===== src/rtl/seq_shifter_if.sv =====
// Start/done handshake bundle for the iterative shifter.
// master: drives start/Rs/Imm/mode; slave: drives Rd/busy/done.
interface seq_shifter_if #(
    parameter int WIDTH = 16,
    parameter int CNT_W = 4
);
    logic             start;
    logic [WIDTH-1:0] Rs;
    logic [CNT_W-1:0] Imm;
    logic [1:0]       mode;
    logic [WIDTH-1:0] Rd;
    logic             busy;
    logic             done;

    modport master (
        output start, Rs, Imm, mode,
        input  Rd, busy, done
    );

    modport slave (
        input  start, Rs, Imm, mode,
        output Rd, busy, done
    );
endinterface


===== src/rtl/seq_shifter.sv =====
// Iterative shifter, one bit position per clock (SLL/SRA/ROR/ROL).
// Ports: clk, rst (sync, active-high), bus (slave: start/Rs/Imm/mode in; Rd/busy/done out).
module seq_shifter #(
    parameter int WIDTH = 16,
    parameter int CNT_W = 4
) (
    input logic          clk,
    input logic          rst,
    seq_shifter_if.slave bus
);
    typedef enum logic [1:0] {
        S_IDLE,
        S_SHIFT,
        S_DONE
    } state_t;

    localparam logic [1:0] M_SLL = 2'b00;
    localparam logic [1:0] M_SRA = 2'b01;
    localparam logic [1:0] M_ROR = 2'b10;

    state_t           state, state_n;
    logic [WIDTH-1:0] work, stepped, rd_q;
    logic [CNT_W-1:0] cnt;
    logic [1:0]       md;
    logic             accept;

    // start is only looked at when no operation is in flight
    assign accept = (state != S_SHIFT) && bus.start;

    always_comb begin
        stepped = work;
        case (md)
            M_SLL:   stepped = {work[WIDTH-2:0], 1'b0};
            M_SRA:   stepped = {work[WIDTH-1], work[WIDTH-1:1]};
            M_ROR:   stepped = {work[0], work[WIDTH-1:1]};
            default: stepped = {work[WIDTH-2:0], work[WIDTH-1]};
        endcase
    end

    always_comb begin
        state_n = state;
        unique case (state)
            S_IDLE, S_DONE: begin
                if (accept)
                    state_n = (bus.Imm == '0) ? S_DONE : S_SHIFT;
                else
                    state_n = S_IDLE;
            end
            S_SHIFT: begin
                if (cnt == CNT_W'(1))
                    state_n = S_DONE;
            end
            default: state_n = S_IDLE;
        endcase
    end

    always_ff @(posedge clk) begin
        if (rst) begin
            state <= S_IDLE;
            work  <= '0;
            cnt   <= '0;
            md    <= '0;
            rd_q  <= '0;
        end else begin
            state <= state_n;
            if (accept) begin
                work <= bus.Rs;
                cnt  <= bus.Imm;
                md   <= bus.mode;
                // zero-length shift completes on the accepting edge
                if (bus.Imm == '0)
                    rd_q <= bus.Rs;
            end else if (state == S_SHIFT) begin
                work <= stepped;
                cnt  <= cnt - CNT_W'(1);
                if (cnt == CNT_W'(1))
                    rd_q <= stepped;
            end
        end
    end

    assign bus.Rd   = rd_q;
    assign bus.busy = (state == S_SHIFT);
    assign bus.done = (state == S_DONE);
endmodule


===== src/flat_wrapper.sv =====
// flat-port wrapper written by rule: the top's interface ports become plain ports
module seq_shifter_flat 
#(
    parameter int WIDTH = 16,
    parameter int CNT_W = 4
)
  (clk, rst, bus_start, bus_Rs, bus_Imm, bus_mode, bus_Rd, bus_busy, bus_done);
  seq_shifter_if #(.WIDTH(WIDTH), .CNT_W(CNT_W)) bus_i ();
  input logic clk;
  input logic rst;
  input wire logic [$bits(bus_i.start)-1:0] bus_start;
  input wire logic [$bits(bus_i.Rs)-1:0] bus_Rs;
  input wire logic [$bits(bus_i.Imm)-1:0] bus_Imm;
  input wire logic [$bits(bus_i.mode)-1:0] bus_mode;
  output wire logic [$bits(bus_i.Rd)-1:0] bus_Rd;
  output wire logic [$bits(bus_i.busy)-1:0] bus_busy;
  output wire logic [$bits(bus_i.done)-1:0] bus_done;
  assign bus_i.start = bus_start;
  assign bus_i.Rs = bus_Rs;
  assign bus_i.Imm = bus_Imm;
  assign bus_i.mode = bus_mode;
  assign bus_Rd = bus_i.Rd;
  assign bus_busy = bus_i.busy;
  assign bus_done = bus_i.done;
  seq_shifter #(.WIDTH(WIDTH), .CNT_W(CNT_W)) u_core (.clk(clk), .rst(rst), .bus(bus_i));
endmodule

===== config.mk =====
export PLATFORM = sky130hd
export DESIGN_NAME = seq_shifter_flat
export DESIGN_NICKNAME = d
export VERILOG_FILES = /design/src/rtl/seq_shifter_if.sv /design/src/rtl/seq_shifter.sv /design/src/flat_wrapper.sv
export SDC_FILE = /design/constraint.sdc
export NUM_CORES = 1
export LEC_CHECK = 0
export ABC_AREA = 0
export CAP_MARGIN = 0
export CORE_ASPECT_RATIO = 1.25
export CORE_UTILIZATION = 43
export DETAILED_ROUTE_END_ITERATION = 8
export HOLD_SLACK_MARGIN = 0.03
export MAX_ROUTING_LAYER = met4
export PLACE_DENSITY = 0.7
export SLEW_MARGIN = 20
export SYNTH_ARGS = -nofsm -noshare
export SYNTH_HDL_FRONTEND = slang
export SYNTH_SLANG_ARGS = --single-unit

===== constraint.sdc =====
create_clock -name clk -period 4.4 [get_ports clk]
set_input_delay 0.88 -clock clk [delete_from_list [all_inputs] [get_ports clk]]
set_output_delay 0.88 -clock clk [all_outputs]
set_load 0.005 [all_outputs]

After elaboration in Yosys (flattened, before gate mapping)
Index checks and enable logic that the tools add are counted.
{"block": "classes", "eq_ne": 8, "muxes": 13, "n_reduce_logical": 8, "addsub": 1}
{"cell": "2-to-1 mux 16 bit", "n": 6}
{"cell": "one-hot mux 16 bit (3 select lines)", "n": 1}
{"cell": "2-to-1 mux 4 bit", "n": 2}
{"cell": "2-to-1 mux 2 bit", "n": 3}
{"cell": "== test 2 x 1 -> 1 bit (second input constant)", "n": 2}
{"cell": "== test 2 bit (second input constant)", "n": 2}
{"cell": "== test 4 x 1 -> 1 bit (second input constant)", "n": 1}
{"cell": "zero test 2 bit", "n": 2}
{"cell": "zero test 4 bit", "n": 1}
{"cell": "inequality test 2 x 1 -> 1 bit (second input constant)", "n": 2}
{"cell": "one-hot mux 2 bit (2 select lines)", "n": 1}
{"cell": "nonzero test 2 bit", "n": 2}
{"cell": "subtractor 4 x 1 -> 4 bit (second input constant)", "n": 1}
{"cell": "AND reduction 3 bit", "n": 1}
{"cell": "inequality test 2 bit (second input constant)", "n": 1}
{"cell": "OR reduction 2 bit", "n": 1}
{"cell": "logical AND 1 bit", "n": 1}
{"block": "totals", "register_bits": 40, "inputBits": 25}

Logic depth before layout (Yosys ltp)
Gate-level depths: netlist of run 1.
{"block": "logic_depth", "ltp_word": 5, "depth_mapped": 8, "mapped_depth_nobuf": 6}

Least setup slack after synthesis of run 1
OpenSTA, ideal clock, no wires.
{"block": "synth_path", "kind": "input to register", "startpoint": "in bus_Imm[2]", "endpoint": "reg u_core.rd_q[10] (netlist: u_core.bus.Rd[10])", "setup_ns": 0.117, "path_slack_ns": 2.293, "arrival_ns": 1.990, "cell_stages": 6, "path_cell_list": "nor4_2 nand3_2 and3b_1 buf_6 buf_8 a32o_1"}
{"block": "synth_between", "elab_chain_cells": 3}
{"element": "start: declaration", "line_no": "flat_wrapper.sv:13", "source": "input wire logic [$bits(bus_i.Imm)-1:0] bus_Imm;"}
{"element": "zero test 4 bit", "line_no": "seq_shifter.sv:71", "source": "if (bus.Imm == '0)"}
{"element": "inequality test 2 bit (no source line)"}
{"element": "AND reduction 3 bit (no source line)"}
{"element": "end signal: assignment", "line_no": "seq_shifter.sv:72", "source": "rd_q <= bus.Rs;"}
{"element": "end signal: assignment", "line_no": "seq_shifter.sv:77", "source": "rd_q <= stepped;"}
{"element": "end: declaration", "line_no": "seq_shifter.sv:22", "source": "logic [WIDTH-1:0] work, stepped, rd_q;"}
Every way passes these cells.
A chain may end at the register's enable or synchronous reset.

Final worst setup path of run 1
{"block": "layout_path", "startpoint": "reg u_core.state[0]", "endpoint": "out bus_busy"}
{"block": "layout_between", "elab_chain_cells": 1}
{"element": "start: declaration", "line_no": "seq_shifter.sv:21", "source": "state_t state, state_n;"}
{"element": "start signal: assignment", "line_no": "seq_shifter.sv:65", "source": "state <= state_n;"}
{"element": "== test 2 x 1 -> 1 bit", "line_no": "seq_shifter.sv:83", "source": "assign bus.busy = (state == S_SHIFT);"}
{"element": "end: declaration", "line_no": "flat_wrapper.sv:16", "source": "output wire logic [$bits(bus_i.busy)-1:0] bus_busy;"}
Every way passes these cells.

==> results.sh, run 1 <==
export IMPL_slew_violations=0
export IMPL_syn_area_um2=1920
export IMPL_dp_cells=272
export IMPL_cts_tree="yes"
export IMPL_cts_buffer_depth=2
export IMPL_cp_max_fo=21
export IMPL_die_area_um2=4730
export IMPL_irDropWorstVdd_mv=0.191
export IMPL_ant_nets=0
export IMPL_syn_nets=215
export IMPL_synth_top_area_cell="dfxtp_1"
export IMPL_clkLatencyLatePin_ps=290
export IMPL_yosysWarnings=0
export IMPL_fin_cells=280
export IMPL_initial_core_util_pct=46.0
export IMPL_clk_pin_slew_ps=80
export IMPL_worstMarginPinSlew_ps=1080
export IMPL_h_tree_depth=2
export IMPL_holdCritPathClass="reg -> reg"
export IMPL_nets=250
export IMPL_skew_ps=4.14
export IMPL_status="finished, final reports clean"
export IMPL_synthTopCellsByArea="dfxtp_1, a32o_1, mux2i_1, nand2_1, or3_2"
export IMPL_firstDrtPassIters=4
export IMPL_rsz0062_at_grt="false"
export IMPL_setup_violations=0
export IMPL_synthToLayoutAreaGrowth_pct=23.6
export IMPL_startpoint_type="flop"
export IMPL_critPathArrivalTime_ps=1960
export IMPL_avgSynthCellArea_um2=10.2
export IMPL_grt_max_degree=22
export IMPL_p_per_area_nw_per_um2=350
export IMPL_hold_slack_ps=465
export IMPL_cts_sinks=40
export IMPL_die_w_um=61.7
export IMPL_io_pins=43
export IMPL_row_count=26
export IMPL_max_freq_mhz=352
export IMPL_die_h_um=76.6
export IMPL_antenna_found_initial=0
export IMPL_synth_seq_cells=40
export IMPL_fillers=405
export IMPL_regArea_um2=801
export IMPL_core_area_um2=4160
export IMPL_ctsHoldBuffers=0
export IMPL_drc=0
export IMPL_cts_made_buffers=5
export IMPL_grt_pass1_wl_um=7470
export IMPL_worstSetupEndpointType="primary output"
export IMPL_required_ps=3520
export IMPL_overflow=0
export IMPL_num_vias=1627
export IMPL_vias_per_cell=5.81
export IMPL_drv_cap=0
export IMPL_wirelength_um=4640
export IMPL_diodes=0
export IMPL_syn_inst=188
export IMPL_gp_congestion=0.787
export IMPL_p_total_mw=0.829
export IMPL_drive_gt1_share_pct=11.6
export IMPL_drt_iter0_markers=52
export IMPL_finalHoldViolCount=0
export IMPL_cts_root_buf="clkbuf_8"
export IMPL_cts_resized=0
export IMPL_min_period_over_period_pct=64.6
export IMPL_post_cts_buffers=0
export IMPL_synth_cell_types=40
export IMPL_place_hpwl_um=3140
export IMPL_multi_input_area_um2=970
export IMPL_slew_headroom_pct=27.9
export IMPL_min_period_ps=2840
export IMPL_synth_top_area_share_pct=41.8
export IMPL_ys_seq_area_share_pct=41.8
export IMPL_port_buffers=42
export IMPL_p_leak_nw=0.860
export IMPL_critical_path_class="reg -> out"
export IMPL_grt_pass1_vias=1599
export IMPL_tns_ps=0
export IMPL_track_usage_pct=21.8
export IMPL_wl_per_cell_um=16.6
==> cells in the final DEF, fill, tap and decap left out, drive strengths merged, types with 3 or more instances in the layout <==
cell type / count
mux2i: 18
a21oi: 8
a32o: 28
nor3: 3
nand2: 24
a211oi: 3
o2bb2ai: 3
clkdlybuf4s50: 42
o21ai: 5
dfxtp: 40
nor2: 8
or3: 14
clkbuf: 6
inv: 4
==> path summary, 6_finish.rpt <==
check                                          to              start  slack [ps]  cells past startpoint
worst max-delay path                     bus_busy    u_core.state[0]        1560                      3
worst min-delay path            u_core.bus.Rd[14]  u_core.bus.Rd[14]         460                      1
worst max register to register    u_core.work[12]    u_core.state[0]        2030                      5
worst min register to register  u_core.bus.Rd[14]  u_core.bus.Rd[14]         460                      1
==> metal layers <==
layer	vias up	wire length (um)	share of wire, %	global-route usage, %
li1	782	-	-	-
met1	782	1930	42	25.7
met2	48	2410	52	34.7
met3	15	204	4.4	5.43
met4	0	100	2.2	8.22
met5	-	0	0	-
==> cells in the mapped netlist, drive strengths merged <==
library cell,n
xor2,1
o2bb2ai,3
a211oi,3
inv,4
nor3b,1
a21o,1
a32oi,1
nand2,24
buf,7
nor2,8
o211a,1
mux2i,18
a21oi,8
a32o,28
and3b,1
o21ai,5
ha,2
or2,2
nor4,1
or3b,1
clkbuf,7
nor3,3
nand2b,1
nand3,1
or3,14
nor2b,1
dfxtp,40
a22oi,1
==> critical path, cell delays in order (launching register included) <==
cell and delay, ps:
dfxtp_1 410, nand2b_1 290, inv_2 390, clkdlybuf4s50_1 570
==> area by class of cell <==
cell class | count | area share, %
Multi-Input combinational cell | 130 | 40.9
Sequential cell | 40 | 33.8
Timing Repair Buffer | 42 | 17.7
Clock buffer | 6 | 3.49
Tap cell | 56 | 2.96
Inverter | 4 | 0.634
Clock inverter | 2 | 0.423
==> sequential cells by signal (all words and copies together), names as in the netlist <==
name and flops:
u_core.state 2, u_core.bus.Rd 16, u_core.cnt 4, u_core.work 16
u_core.md 2
==> report_power, final <==
part	total, mW	internal (mW)	switching [mW]
combinational	0.167	0.0817	0.0852
sequential	0.411	0.389	0.0229
clock	0.251	0.125	0.126
==> cells by family after synthesis <==
family	after synthesis	share of synthesized area (%)
flops	40	41.8
simple gates	58	16.5
xor+xnor	1	0.849
compound gates	51	22.6
fa+ha+maj	2	1.31
mux	18	9.41
buf+inv	18	7.58
==> per-stage QoR <==
stage | setup slack (ps) | cell area, um^2 | util [%]
finish | 1560 | 2370 | 56.9
global route | 1450 | 2370 | 56.9
CTS | 1550 | 2370 | 56.9
detailed placement | 1430 | 2280 | 54.7
global placement | 1520 | 2280 | 54.7
floorplan | 2290 | 1920 | -
(Power assumes the default switching activity.)
==> run 2, diff against run 1 <==
Clock period 4.4 ns to 2.9 ns, I/O delays scaled along.
==> results.sh, run 2 (synthesis results as in run 1) <==
export IMPL_r2r_cells=5
export IMPL_reg2reg_to="u_core.work[6]"
export IMPL_final_cell_mix="clkdlybuf4s50_1, dfxtp_1, a32o_1"
export IMPL_critPathArrivalTime_ps=1860
export IMPL_min_period_ps=2440
export IMPL_diodes=0
export IMPL_row_count=26
export IMPL_grt_pass1_wl_um=7760
export IMPL_p_leak_nw=0.875
export IMPL_ant_nets=0
export IMPL_rr_startpoint="u_core.state[0]"
export IMPL_slew_violations=0
export IMPL_overflow=0
export IMPL_synthToLayoutAreaGrowth_pct=25.1
export IMPL_wl_met2_um=2350
export IMPL_m1WireLength_um=1870
export IMPL_crit_chain="nand2b_1 > inv_2 > clkdlybuf4s50_1"
export IMPL_h_tree_depth=2
export IMPL_status="finished, final reports clean"
export IMPL_cts_root_buf="clkbuf_8"
export IMPL_crit_cells=3
export IMPL_cts_resized=0
export IMPL_place_hpwl_um=3300
export IMPL_cp_max_fo=21
export IMPL_core_area_um2=4160
export IMPL_hold_end="u_core.bus.Rd[11]"
export IMPL_rsz0062_at_grt="false"
export IMPL_wl_per_cell_um=16.0
export IMPL_irDropWorstVdd_mv=0.297
export IMPL_min_period_over_period_pct=84.0
export IMPL_track_usage_pct=22.5
export IMPL_final_util_pct=57.5
export IMPL_cts_buffer_depth=2
export IMPL_finalHoldViolCount=0
export IMPL_ctsHoldBuffers=0
export IMPL_startpoint_type="flop"
export IMPL_grt_max_degree=22
export IMPL_min_path_cells=1
export IMPL_critical_path_class="reg -> out"
export IMPL_initial_core_util_pct=46.0
export IMPL_worstMarginPinSlew_ps=908
export IMPL_drt_iter0_markers=99
export IMPL_die_w_um=61.7
export IMPL_critPathBufInv=2
export IMPL_antenna_found_initial=0
export IMPL_max_freq_mhz=411
export IMPL_nets=254
export IMPL_grt_pass1_vias=1676
export IMPL_firstDrtPassIters=4
export IMPL_crit_slowest_cell="clkdlybuf4s50_1"
export IMPL_clk_pin_slew_ps=70
export IMPL_die_h_um=76.6
export IMPL_dr_wl_met3_um=177
export IMPL_drive_gt1_share_pct=12.3
export IMPL_slew_headroom_pct=39.3
export IMPL_post_cts_buffers=0
export IMPL_required_ps=2320
export IMPL_die_area_um2=4730
export IMPL_port_buffers=42
export IMPL_tns_ps=0
export IMPL_setup_violations=0
export IMPL_gp_congestion=0.840
export IMPL_worstSetupEndpointType="primary output"
export IMPL_vias_per_cell=5.71
export IMPL_hold_start="u_core.bus.Rd[11]"
export IMPL_num_vias=1621
export IMPL_cts_tree="yes"
export IMPL_p_per_area_nw_per_um2=527
export IMPL_r2r_slack_ps=740
export IMPL_clkLatencyLatePin_ps=290
export IMPL_cts_made_buffers=5
export IMPL_skew_ps=2.88
export IMPL_cpPeakStageDelay_ps=570
export IMPL_mostFrequentLayoutCell="clkdlybuf4s50_1"
export IMPL_top_layer="met4"
export IMPL_drc=0
export IMPL_drv_cap=0
export IMPL_holdCritPathClass="reg -> reg"
export IMPL_wirelength_um=4540
export IMPL_cts_sinks=40
export IMPL_cpLargestDelayFamily="buffers and inverters"
export IMPL_io_pins=43
[run 2: per-layer routing]
layer  global-route usage (%)  vias up
li1                         -      794
met1                     24.6      769
met2                     36.5       43
met3                     5.60       15
met4                     11.1        0
met5                        -        -
[run 2: where the power goes]
group	internal (mW)	leakage (nW)	total [mW]	switching, mW
clock network	0.194	0.0455	0.381	0.187
registers	0.590	0.327	0.624	0.0348
logic	0.128	0.502	0.256	0.129
[run 2: layout make-up]
| type | count | area [um^2] |
|---|---|---|
| Fill cell | 401 | 1770 |
| Multi-Input combinational cell | 130 | 970 |
| Clock buffer | 8 | 90.1 |
| Tap cell | 56 | 70.1 |
| Inverter | 4 | 15.0 |
| Timing Repair Buffer | 46 | 450 |
| Sequential cell | 40 | 801 |
[run 2: how the worst max path moves through the flow]
stage                     from                end  slack, ps
4_1_cts        u_core.state[0]           bus_busy        450
3_5_place_dp         bus_start     u_core.work[8]        350
5_1_grt        u_core.state[0]           bus_busy        310
3_3_place_gp         bus_start    u_core.work[10]        400
6_report       u_core.state[0]           bus_busy        460
2_1_floorplan    u_core.cnt[0]  u_core.bus.Rd[10]       1090
[run 2: metrics by stage]
step           total power, mW  setup slack (ps)  hold slack, ps  instances  cell area, um^2
2_1_floorplan            0.811              1090             437        188             1920
3_3_place_gp             0.884               402             453        276             2310
3_5_place_dp             0.893               353             455        276             2310
4_1_cts                   1.27               447             477        284             2400
5_1_grt                   1.33               314             493        284             2400
6_report                  1.26               464             473        284             2400
==> run 3, diff against run 2 <==
Clock period 2.9 ns to 2.53 ns, I/O delays scaled along.
==> results.sh, run 3 (synthesis results as in run 1) <==
export IMPL_track_usage_pct=21.4
export IMPL_h_tree_depth=2
export IMPL_r2r_slack_ps=460
export IMPL_fin_area_um2=2430
export IMPL_tns_ps=0
export IMPL_die_area_um2=4730
export IMPL_drv_cap=0
export IMPL_p_leak_nw=0.900
export IMPL_cts_tree="yes"
export IMPL_antenna_found_initial=0
export IMPL_vias_per_cell=5.64
export IMPL_fin_cells=288
export IMPL_required_ps=2020
export IMPL_place_hpwl_um=3170
export IMPL_fillers=414
export IMPL_diodes=0
export IMPL_hold_end="u_core.bus.Rd[8]"
export IMPL_worstSetupEndpointType="primary output"
export IMPL_grt_max_degree=22
export IMPL_post_cts_buffers=0
export IMPL_slew_violations=0
export IMPL_clk_pin_slew_ps=70
export IMPL_slew_headroom_pct=31.8
export IMPL_wl_per_cell_um=15.7
export IMPL_firstDrtPassIters=4
export IMPL_critical_path_class="reg -> out"
export IMPL_cts_sinks=40
export IMPL_cts_resized=0
export IMPL_critPathArrivalTime_ps=1650
export IMPL_drt_iter0_markers=36
export IMPL_power_switching_mw=0.401
export IMPL_startpoint_type="flop"
export IMPL_skew_ps=4.69
export IMPL_holdCritPathClass="reg -> reg"
export IMPL_reg2reg_to="u_core.work[1]"
export IMPL_p_per_area_nw_per_um2=596
export IMPL_mostFrequentLayoutCell="clkdlybuf4s50_1"
export IMPL_finalHoldViolCount=0
export IMPL_grt_pass1_vias=1662
export IMPL_setup_violations=0
export IMPL_rr_startpoint="u_core.state[0]"
export IMPL_worstMarginPinSlew_ps=1020
export IMPL_swShare_pct=27.7
export IMPL_synthToLayoutAreaGrowth_pct=26.8
export IMPL_irDropWorstVdd_mv=0.348
export IMPL_dp_cells=280
export IMPL_row_count=26
export IMPL_seqPwrFrac_pct=49.3
export IMPL_max_freq_mhz=465
export IMPL_drive_gt1_share_pct=14.7
export IMPL_io_pins=43
export IMPL_status="finished, final reports clean"
export IMPL_die_w_um=61.7
export IMPL_drc=0
export IMPL_cp_max_fo=21
export IMPL_min_period_over_period_pct=85.1
export IMPL_placed_area_um2=2340
export IMPL_die_h_um=76.6
export IMPL_min_path_cells=1
export IMPL_num_vias=1623
export IMPL_rsz0062_at_grt="false"
export IMPL_min_period_ps=2150
export IMPL_grt_pass1_wl_um=7400
export IMPL_cts_buffer_depth=2
export IMPL_gp_congestion=0.803
export IMPL_clkLatencyLatePin_ps=290
export IMPL_overflow=0
export IMPL_port_buffers=42
export IMPL_cts_root_buf="clkbuf_8"
export IMPL_initial_core_util_pct=46.0
export IMPL_ant_nets=0
export IMPL_hold_start="u_core.bus.Rd[8]"
export IMPL_r2r_cells=5
export IMPL_clockPowerShare_pct=29.7
export IMPL_combPwrFrac_pct=20.9
export IMPL_core_area_um2=4160
export IMPL_ctsHoldBuffers=0
export IMPL_cts_made_buffers=5
export IMPL_final_cell_mix="clkdlybuf4s50_1, dfxtp_1, a32o_1"
export IMPL_wirelength_um=4510
export IMPL_nets=258
export IMPL_intPower_mw=1.05
run 3: cell type report:
type | instances | area, um^2 | area share, %
Sequential cell | 40 | 801 | 33.0
Timing Repair Buffer | 50 | 480 | 19.8
Tap cell | 56 | 70.1 | 2.89
Clock inverter | 2 | 10.0 | 0.412
Inverter | 4 | 15.0 | 0.618
Clock buffer | 6 | 82.6 | 3.40
Multi-Input combinational cell | 130 | 970 | 39.9
run 3: power groups by stage:
stage / combinational, mW / clock (mW) / sequential [mW]
3_3_place_gp: 0.294 / 0 / 0.726
3_5_place_dp: 0.302 / 0 / 0.727
5_1_grt: 0.333 / 0.472 / 0.719
2_1_floorplan: 0.213 / 0 / 0.717
6_report: 0.303 / 0.430 / 0.714
4_1_cts: 0.304 / 0.446 / 0.713
run 3: through the flow:
step           hold WS, ps  setup slack (ps)  power (mW)  utilization, %
2_1_floorplan          437               716       0.930               -
3_3_place_gp           449               173        1.02            56.1
3_5_place_dp           457               158        1.03            56.1
4_1_cts                475               362        1.46            58.3
5_1_grt                484               286        1.52            58.3
6_report               470               378        1.45            58.3
run 3: layer usage:
layer	up-vias	GRT usage, %	wire length [um]
li1	797	-	-
met1	777	25.1	1880
met2	47	35.1	2400
met3	2	3.57	192
met4	0	8.67	33
met5	-	-	0
run 3: worst max-delay path by stage:
stage | endpoint | cells past startpoint | slack [ps] | startpoint
floorplan | u_core.bus.Rd[10] | 7 | 720 | u_core.cnt[0]
global placement | u_core.work[7] | 5 | 170 | bus_start
detailed placement | u_core.work[1] | 5 | 160 | bus_start
CTS | bus_busy | 3 | 360 | u_core.state[0]
global route | bus_busy | 3 | 290 | u_core.state[0]
finish | bus_busy | 3 | 380 | u_core.state[0]
run 3: worst max-delay path, cell delays in order (launching register included):
cell and delay [ps]:
dfxtp_1 390, nand2b_1 110, inv_2 290, clkdlybuf4s50_1 570
